### src/rtl/lcd_timing_gen.sv
// LCD raster timing generator with built-in test patterns; every output is registered
// one cycle behind the h/v counters. EN low or RST parks the raster at the origin, outputs idle.
module lcd_timing_gen #(
    parameter int   H_SYNC   = 1,
    parameter int   H_BP     = 182,
    parameter int   H_ACTIVE = 800,
    parameter int   H_FP     = 210,
    parameter int   V_SYNC   = 5,
    parameter int   V_BP     = 0,
    parameter int   V_ACTIVE = 480,
    parameter int   V_FP     = 45,
    parameter logic HS_POL   = 1'b0,
    parameter logic VS_POL   = 1'b0,
    parameter logic DE_POL   = 1'b1,
    parameter int   CW       = 12
) (
    input  logic          PixelClk,
    input  logic          RST,
    input  logic          EN,
    input  logic [1:0]    MODE,
    input  logic [15:0]   SOLID_RGB,
    output logic          LCD_HSYNC,
    output logic          LCD_VSYNC,
    output logic          LCD_DE,
    output logic [4:0]    LCD_R,
    output logic [5:0]    LCD_G,
    output logic [4:0]    LCD_B,
    output logic [CW-1:0] PIX_X,
    output logic [CW-1:0] PIX_Y,
    output logic          FRAME_START,
    output logic          LINE_START
);

    localparam int H_TOTAL = H_SYNC + H_BP + H_ACTIVE + H_FP;
    localparam int V_TOTAL = V_SYNC + V_BP + V_ACTIVE + V_FP;
    localparam int BAR_W   = (H_ACTIVE / 8 > 0) ? H_ACTIVE / 8 : 1;
    // Pattern maths reads x[8:3] and y[5], so widen narrow coordinates.
    localparam int XW      = (CW > 9) ? CW : 9;

    localparam logic [CW-1:0] C_H_LAST = CW'(H_TOTAL - 1);
    localparam logic [CW-1:0] C_V_LAST = CW'(V_TOTAL - 1);
    localparam logic [CW-1:0] C_H_SYNC = CW'(H_SYNC);
    localparam logic [CW-1:0] C_V_SYNC = CW'(V_SYNC);
    localparam logic [CW-1:0] C_H_AS   = CW'(H_SYNC + H_BP);
    localparam logic [CW-1:0] C_H_AE   = CW'(H_SYNC + H_BP + H_ACTIVE);
    localparam logic [CW-1:0] C_V_AS   = CW'(V_SYNC + V_BP);
    localparam logic [CW-1:0] C_V_AE   = CW'(V_SYNC + V_BP + V_ACTIVE);
    localparam logic [CW-1:0] C_BAR_W  = CW'(BAR_W);

    logic [CW-1:0] r_h_cnt;
    logic [CW-1:0] r_v_cnt;
    logic [1:0]    r_mode;
    logic [15:0]   r_solid;

    logic          w_origin;
    logic          w_line0;
    logic          w_hs;
    logic          w_vs;
    logic          w_act;
    logic [CW-1:0] w_x;
    logic [CW-1:0] w_y;
    logic [XW-1:0] w_xe;
    logic [XW-1:0] w_ye;
    logic [CW-1:0] w_bar;
    logic [1:0]    w_mode;
    logic [15:0]   w_solid;
    logic [4:0]    w_r;
    logic [5:0]    w_g;
    logic [4:0]    w_b;

    assign w_line0  = (r_h_cnt == '0);
    assign w_origin = w_line0 && (r_v_cnt == '0);
    assign w_hs     = (r_h_cnt < C_H_SYNC);
    assign w_vs     = (r_v_cnt < C_V_SYNC);
    assign w_act    = (r_h_cnt >= C_H_AS) && (r_h_cnt < C_H_AE) &&
                      (r_v_cnt >= C_V_AS) && (r_v_cnt < C_V_AE);
    assign w_x      = w_act ? (r_h_cnt - C_H_AS) : '0;
    assign w_y      = w_act ? (r_v_cnt - C_V_AS) : '0;
    assign w_xe     = XW'(w_x);
    assign w_ye     = XW'(w_y);
    assign w_bar    = w_x / C_BAR_W;

    // The origin pixel is the one that latches MODE, so it already sees the new value.
    assign w_mode   = w_origin ? MODE      : r_mode;
    assign w_solid  = w_origin ? SOLID_RGB : r_solid;

    always_comb begin
        w_r = '0;
        w_g = '0;
        w_b = '0;
        if (w_act) begin
            case (w_mode)
                2'd0: begin
                    // Bar index bits map straight to inverted R/G/B enables.
                    if (w_bar < CW'(8)) begin
                        w_r = {5{~w_bar[1]}};
                        w_g = {6{~w_bar[2]}};
                        w_b = {5{~w_bar[0]}};
                    end
                end
                2'd1: begin
                    w_r = w_xe[8:4];
                    w_g = w_xe[8:3];
                    w_b = w_xe[8:4];
                end
                2'd2: begin
                    if (w_xe[5] ^ w_ye[5]) begin
                        w_r = '1;
                        w_g = '1;
                        w_b = '1;
                    end
                end
                default: begin
                    w_r = w_solid[15:11];
                    w_g = w_solid[10:5];
                    w_b = w_solid[4:0];
                end
            endcase
        end
    end

    always_ff @(posedge PixelClk) begin
        if (RST || !EN) begin
            r_h_cnt     <= '0;
            r_v_cnt     <= '0;
            if (RST) begin
                r_mode  <= '0;
                r_solid <= '0;
            end
            LCD_HSYNC   <= ~HS_POL;
            LCD_VSYNC   <= ~VS_POL;
            LCD_DE      <= ~DE_POL;
            LCD_R       <= '0;
            LCD_G       <= '0;
            LCD_B       <= '0;
            PIX_X       <= '0;
            PIX_Y       <= '0;
            FRAME_START <= 1'b0;
            LINE_START  <= 1'b0;
        end else begin
            if (r_h_cnt == C_H_LAST) begin
                r_h_cnt <= '0;
                r_v_cnt <= (r_v_cnt == C_V_LAST) ? '0 : r_v_cnt + 1'b1;
            end else begin
                r_h_cnt <= r_h_cnt + 1'b1;
            end
            if (w_origin) begin
                r_mode  <= MODE;
                r_solid <= SOLID_RGB;
            end
            LCD_HSYNC   <= w_hs  ? HS_POL : ~HS_POL;
            LCD_VSYNC   <= w_vs  ? VS_POL : ~VS_POL;
            LCD_DE      <= w_act ? DE_POL : ~DE_POL;
            LCD_R       <= w_r;
            LCD_G       <= w_g;
            LCD_B       <= w_b;
            PIX_X       <= w_x;
            PIX_Y       <= w_y;
            FRAME_START <= w_origin;
            LINE_START  <= w_line0;
        end
    end

endmodule

### config.mk
export PLATFORM = sky130hd
export DESIGN_NAME = lcd_timing_gen
export DESIGN_NICKNAME = d
export VERILOG_FILES = /design/src/rtl/lcd_timing_gen.sv
export SDC_FILE = /design/constraint.sdc
export NUM_CORES = 1
export LEC_CHECK = 0
export ABC_AREA = 1
export CAP_MARGIN = 20
export CORE_ASPECT_RATIO = 0.8
export CORE_MARGIN = 3
export CORE_UTILIZATION = 59
export CTS_CLUSTER_DIAMETER = 80
export DETAILED_ROUTE_END_ITERATION = 8
export PLACE_DENSITY_LB_ADDON = 0.12
export SYNTH_ARGS = -nofsm -noshare
export SYNTH_HDL_FRONTEND = slang
export SYNTH_SLANG_ARGS = --single-unit
export TNS_END_PERCENT = 5
### constraint.sdc
create_clock -name PixelClk -period 6.62 [get_ports PixelClk]
set_input_delay 1.655 -clock PixelClk [delete_from_list [all_inputs] [get_ports PixelClk]]
set_output_delay 1.655 -clock PixelClk [all_outputs]
set_load 0.005 [all_outputs]
# --- Word-level counts from Yosys, hierarchy flattened ---
# Cells that the tools add are included.
op_classes:
  addsub: 4
  n_div: 1
  order_cmp: 7
  eq_ne: 5
  muxes: 20
  bitwise_logic: 5
  reduce_logical: 11
ops:
  columns: ["op", "n"]
  rows:
  - ["2-to-1 mux 16 bit", 3]
  - ["case mux 5 bit (3 select lines)", 2]
  - ["adder 12 x 1 -> 12 bit (second input constant)", 2]
  - ["zero test 12 bit", 2]
  - ["2-to-1 mux 12 bit", 2]
  - ["2-to-1 mux 6 bit", 3]
  - ["case mux 6 bit (3 select lines)", 1]
  - ["2-to-1 mux 5 bit", 3]
  - ["divider 12 x 7 -> 12 bit (second input constant)", 1]
  - ["== test 12 x 10 -> 1 bit (second input constant)", 1]
  - ["== test 12 x 11 -> 1 bit (second input constant)", 1]
  - ["greater-or-equal comparator 12 x 3 -> 1 bit (second input constant)", 1]
  - ["greater-or-equal comparator 12 x 8 -> 1 bit (second input constant)", 1]
  - ["less-than comparator 12 x 1 -> 1 bit (second input constant)", 1]
  - ["less-than comparator 12 x 10 -> 1 bit (second input constant)", 1]
  - ["less-than comparator 12 x 3 -> 1 bit (second input constant)", 1]
  - ["less-than comparator 12 x 4 -> 1 bit (second input constant)", 1]
  - ["less-than comparator 12 x 9 -> 1 bit (second input constant)", 1]
  - ["subtractor 12 x 3 -> 12 bit (second input constant)", 1]
  - ["subtractor 12 x 8 -> 12 bit (second input constant)", 1]
  - ["2-to-1 mux 2 bit", 3]
  - ["logical AND 1 bit", 4]
  - ["inverter 1 bit", 4]
  - ["OR reduction 2 bit", 2]
  - ["other kinds (8)", 10]
totals:
  regBits: 87
  in_bits: 21
  out_inout_bits: 45
  wordCells: 68

# --- Depth between registers and ports, before layout ---
logic_depth:
  word_depth: 9
  mapped_depth: 28
  ltp_nobuf: 27

# --- Worst setup path before layout ---
# Ideal clock, no wire load.
synth_timing:
  path_kind: "flip-flop to flip-flop"
  startpoint: "reg r_v_cnt[0]"
  endpoint: "reg LCD_B[4]"
  setup_ps: 123
  arrival_time_ps: 2673
  required_ps: 6497
  setup_slack_ps: 3824
  stages_incl_launch_ff: 25
  synth_period_minus_slack_ps: 2796
  cell_sequence: "dfxtp_1 > inv_1 > ha_1 > o21ai_4 > inv_2 > nand3_1 > nand3_2 > nor2_8 > nand2_2 > nor2_4 > nand2_4 > nand3_4 > nand3_2 > nor2_1 > nand2_1 > nand2_2 > nand3_2 > inv_2 > nand2_2 > nand2_2 > nand2_1 > nand2_1 > nand3_2 > nand2_4 > a21oi_2"
synth_via:
  elab_chain_len: 8
synth_rtl:
  columns: ["item", "line_no", "rtl"]
  rows:
  - ["start, declared", "51", "logic [CW-1:0] r_v_cnt;"]
  - ["start signal, assigned", "143", "r_v_cnt <= (r_v_cnt == C_V_LAST) ? '0 : r_v_cnt + 1'b1;"]
  - ["greater-or-equal comparator 12 x 3 -> 1 bit", "76", "(r_v_cnt >= C_V_AS) && (r_v_cnt < C_V_AE);"]
  - ["logical AND 1 bit", "75", "assign w_act = (r_h_cnt >= C_H_AS) && (r_h_cnt < C_H_AE) &&"]
  - ["logical AND 1 bit", "76", null]
  - ["2-to-1 mux 12 bit", "77", "assign w_x = w_act ? (r_h_cnt - C_H_AS) : '0;"]
  - ["divider 12 x 7 -> 12 bit", "81", "assign w_bar = w_x / C_BAR_W;"]
  - ["less-than comparator 12 x 4 -> 1 bit or inverter 1 bit (tied branches)", "95, 98", null]
  - ["2-to-1 mux 5 bit", "95", "if (w_bar < CW'(8)) begin"]
  - ["case mux 5 bit (3 select lines)", "92", "case (w_mode)"]
  - ["end signal, assigned", "156", "LCD_B <= w_b;"]
  - ["end, declared", "27", "output logic [4:0] LCD_B,"]
# Several ways; a longest one is shown, not always the timed one.
# A chain may end at the register's enable or synchronous reset.

# --- Final worst setup path ---
layout_timing:
  startpoint: "in EN"
  endpoint: "reg LCD_G[3]"
layout_via:
  elab_chain_len: 3
layout_rtl:
  columns: ["item", "line_no", "rtl"]
  rows:
  - ["start, declared", "19", "input logic EN,"]
  - ["zero test 1 bit", "123", "if (RST || !EN) begin"]
  - ["logical OR 1 bit", "123", null]
  - ["OR reduction 2 bit (no source line)", null, null]
  - ["end signal, assigned", "155", "LCD_G <= w_g;"]
  - ["end, declared", "26", "output logic [5:0] LCD_G,"]
# No other way between the ends.

==> out/metrics.sh <==
HP-CLASS='reg -> reg'
DIE_AREA_SQ_MM=0.00868
FINAL-HOLD-VIOLATION-COUNT=0
CTS_TREE='built'
DRCVIOLATIONCOUNT=0
MAX-SLEW-MARGIN-REL_PCT=38.8
YS.FLOP_TYPE='sky130_fd_sc_hd__dfxtp_1'
WIRELENGTH_UM=11200
VDD_IR_DROP_MAX_uV=129
FIRST_GLOBAL_VIAS=3808
SWITCHING_POWER_uW=254
RSZ0062_AT_GRT='false'
PRE_CTS_WS_PS=2300
DETAIL_ROUTE.VIAS_PER_CELL=5.45
CTSLONGESTPATHBUFFERS=2
CRITICAL_PATH_REQUIRED_PS=6880
PERIOD_SHARE_PCT=61.1
ANT_NETS=0
GLOBAL_ROUTE.USAGE.TOTAL_PCT=26.5
CTSHOLDBUFFERS=0
GRT_PASS1_WL_UM=18200
SYNTHCELLS=581
CTS_BUFFERS=9
TIMING.CRITICAL_PATH.FANOUT_MAX=29
TIGHTESTPINTRANSITION_PS=917
ARRIVAL_PS=4310
DRIVE_ABOVE_1_SHARE_PCT=12.6
INTERNAL-POWER_uW=759
P_TOTAL_uW=1010
FINAL_MAX_SLEW_VIOL_COUNT=0
REGISTER_BIT_TOTAL_FROM_SYNTHESIS=87
FINAL.SETUP_SKEW_PS=9.79
WORST_PATH_CLASS_SETUP='in -> reg'
ROUTE.VIAS.TOTAL=4089
SYNTH_SEQ_AREA_SHARE_PCT=42.9
DETAIL_ROUTE.FIRST_PASS.ITERATIONS=5
CTS.REPAIR_TIMING.SETUP_BUFFER_COUNT=0
DETAILEDROUTE.FIRSTITERATIONVIOLATIONS=281
CLKSINKCOUNT=87
SYN-MEAN-INSTANCE-AREA_SQ_UM=7.71
GR-TOTAL-OVERFLOW=0
FLOORPLAN.IO_PINS=66
HPWL_UM=8480
LAYOUT.NETS=672
FINAL_COMMON_CELL='sky130_fd_sc_hd__nand2_1'
SETUP.WORST_PATH.START_CLASS='input port'
ACHIEVABLE-FREQUENCY_MHz=247
FINAL.SETUP.TNS_PS=0
GP_CONGESTION=0.929
POST_DRT_WL_PER_CELL_UM=14.9
REGISTER_TO_REGISTER_SETUP_SLACK_PS=3320
SYNTH_ASYNC_SR_FLOP_SHARE_PCT=0
LAYOUT.FILLER_CELLS=548
NUM_ROWS=27
POWER_FRAC_CLOCK_PCT=37.6
CLK_LATENCY_PS=360
CP_CAPTURE_TYPE='register'
COUNT_OF_WARNINGS_EMITTED_BY_YOSYS=0
GRT_START_MAX_NET_PINS=30
ANTENNA_FOUND_INITIAL=0
DIE_Y_UM=84.0
POWER.SEQUENTIAL.FRACTION_PCT=54.8
SYNTH-EDFF-COUNT=18
CLKSLEWWORSTSETUPHOLDPATHS_PS=100
POST_CTS_RESIZED=0
FIN_HOLD_WS_PS=536
FLOW.AREA_GROWTH_FROM_SYNTHESIS_PCT=20.6
FINALWORSTSETUPSLACK_PS=2570
POWER_LEAKAGE_uW=0.00235
FINAL.MIN_CLOCK_PERIOD_PS=4050
ANTENNADIODECOUNT=0
PLACEMENT.IO_BUFFERS=65
POWER.COMBINATIONAL.FRACTION_PCT=7.5
CORE_AREA_SQ_MM=0.00713
MAPPEDNETLISTNETS=609
SW_FRAC_OF_TOTAL_PCT=25.1
CTS.HTREE.LEVELS=3
RUN_STATUS='finished clean'
SYN_AREA_SQ_MM=0.00448
FINAL_SETUP_VIOLATION_COUNT=0
INITIAL_UTILIZATION_PCT=62.9
MOSTFREQUENTLAYOUTCELLS='sky130_fd_sc_hd__nand2_1, sky130_fd_sc_hd__nor2_1, sky130_fd_sc_hd__dfxtp_1'
CHIPWIDTH_UM=103
CTS-ROOT-BUF='sky130_fd_sc_hd__clkbuf_8'
DRV_CAP=0
YOSYS.CELL_TYPES.COUNT=45
POWER_PER_CELL_AREA_mW_PER_MM2=187
## registers in the layout, indices dropped and copies added, names as in the netlist
name and cells:
LCD_R 5, r_v_cnt 12, FRAME_START 1, LCD_B 5, LCD_G 6, r_h_cnt 12
LCD_VSYNC 1, LCD_DE 1, PIX_X 12, LINE_START 1, PIX_Y 12, r_mode 2
r_solid 16, LCD_HSYNC 1
## synth_stat cells (2+ instances only)
cell type	count	area (sq um)
sky130_fd_sc_hd__a211oi_1	2	15.0
sky130_fd_sc_hd__a21oi_1	42	210
sky130_fd_sc_hd__a21oi_2	6	52.6
sky130_fd_sc_hd__a221oi_1	7	61.3
sky130_fd_sc_hd__buf_2	3	15.0
sky130_fd_sc_hd__buf_4	2	15.0
sky130_fd_sc_hd__clkbuf_1	8	30.0
sky130_fd_sc_hd__dfxtp_1	69	1380
sky130_fd_sc_hd__edfxtp_1	18	541
sky130_fd_sc_hd__ha_1	7	87.6
sky130_fd_sc_hd__inv_1	58	218
sky130_fd_sc_hd__inv_2	14	52.6
sky130_fd_sc_hd__mux2i_1	6	60.1
sky130_fd_sc_hd__nand2_1	110	413
sky130_fd_sc_hd__nand2_2	15	93.8
sky130_fd_sc_hd__nand2_4	4	45.0
sky130_fd_sc_hd__nand3_1	25	125
sky130_fd_sc_hd__nand3_2	8	80.1
sky130_fd_sc_hd__nand3_4	2	35.0
sky130_fd_sc_hd__nand4_1	11	68.8
sky130_fd_sc_hd__nor2_1	83	312
sky130_fd_sc_hd__nor2_2	3	18.8
sky130_fd_sc_hd__nor2_4	5	56.3
sky130_fd_sc_hd__nor3_1	10	50.1
sky130_fd_sc_hd__nor4_1	8	50.1
sky130_fd_sc_hd__o21a_1	3	22.5
sky130_fd_sc_hd__o21ai_0	23	115
sky130_fd_sc_hd__o21ai_1	4	20.0
sky130_fd_sc_hd__xor2_1	9	78.8
## final cells by class
cell class              instances  area (sq um)  share of cell area [%]
flip-flops and latches         87          1920                    35.6
inverters                      73           277                    5.12
clock inverters                 7          78.8                    1.46
clock buffers                   9           124                    2.29
repair buffers                 66           658                    12.2
well taps                     101           126                    2.34
multi-input cells             407          2220                    41.1
## power groups by stage
stage | logic [uW] | registers [uW] | clock network (uW)
after floorplan | 43.3 | 567 | 0
after global placement | 72.6 | 567 | 0
after detailed placement | 74.5 | 568 | 0
after CTS | 75.3 | 556 | 385
after global routing | 83.4 | 557 | 410
final | 76.4 | 556 | 381
## cell families after synthesis
logic type / Yosys count / synth area share (%)
compound gates: 92 / 12.2
xor+xnor: 10 / 1.95
fa+ha+maj: 7 / 1.95
buf+inv: 87 / 7.59
flops: 87 / 42.9
mux: 6 / 1.34
other cells: 1 / 0.0837
simple gates: 291 / 32.0
## stage by stage
stage / cells / utilization (%) / cell area [sq um]
after CTS: 750 / 75.8 / 5410
final: 750 / 75.8 / 5410
after detailed placement: 734 / 73.0 / 5200
after floorplan: 581 / - / 4480
after global placement: 734 / 73.0 / 5200
after global routing: 750 / 75.8 / 5410
## per-layer routing
metal | vias to the layer above | global-route usage (%) | part of all wire, %
met5 | - | 0 | 0
met4 | 0 | 8.47 | 1.9
met3 | 22 | 6.35 | 8.0
met2 | 190 | 39.2 | 44
met1 | 1849 | 37.9 | 47
li1 | 2028 | - | -
## path summary, 6_finish.rpt
kind	from	endpoint	depth (start not counted)
max	EN	LCD_G[3]	7
min	r_v_cnt[0]	PIX_Y[0]	1
max reg2reg	r_v_cnt[0]	LCD_B[2]	22
min reg2reg	r_v_cnt[0]	PIX_Y[0]	1
## critical path, stage by stage
cell	delay [ps]
sky130_fd_sc_hd__clkdlybuf4s50_1	470
sky130_fd_sc_hd__inv_1	40
sky130_fd_sc_hd__nor2_1	230
sky130_fd_sc_hd__inv_1	460
sky130_fd_sc_hd__nor2_1	580
sky130_fd_sc_hd__inv_1	510
sky130_fd_sc_hd__a221oi_1	350
(Power assumes the default switching activity.)
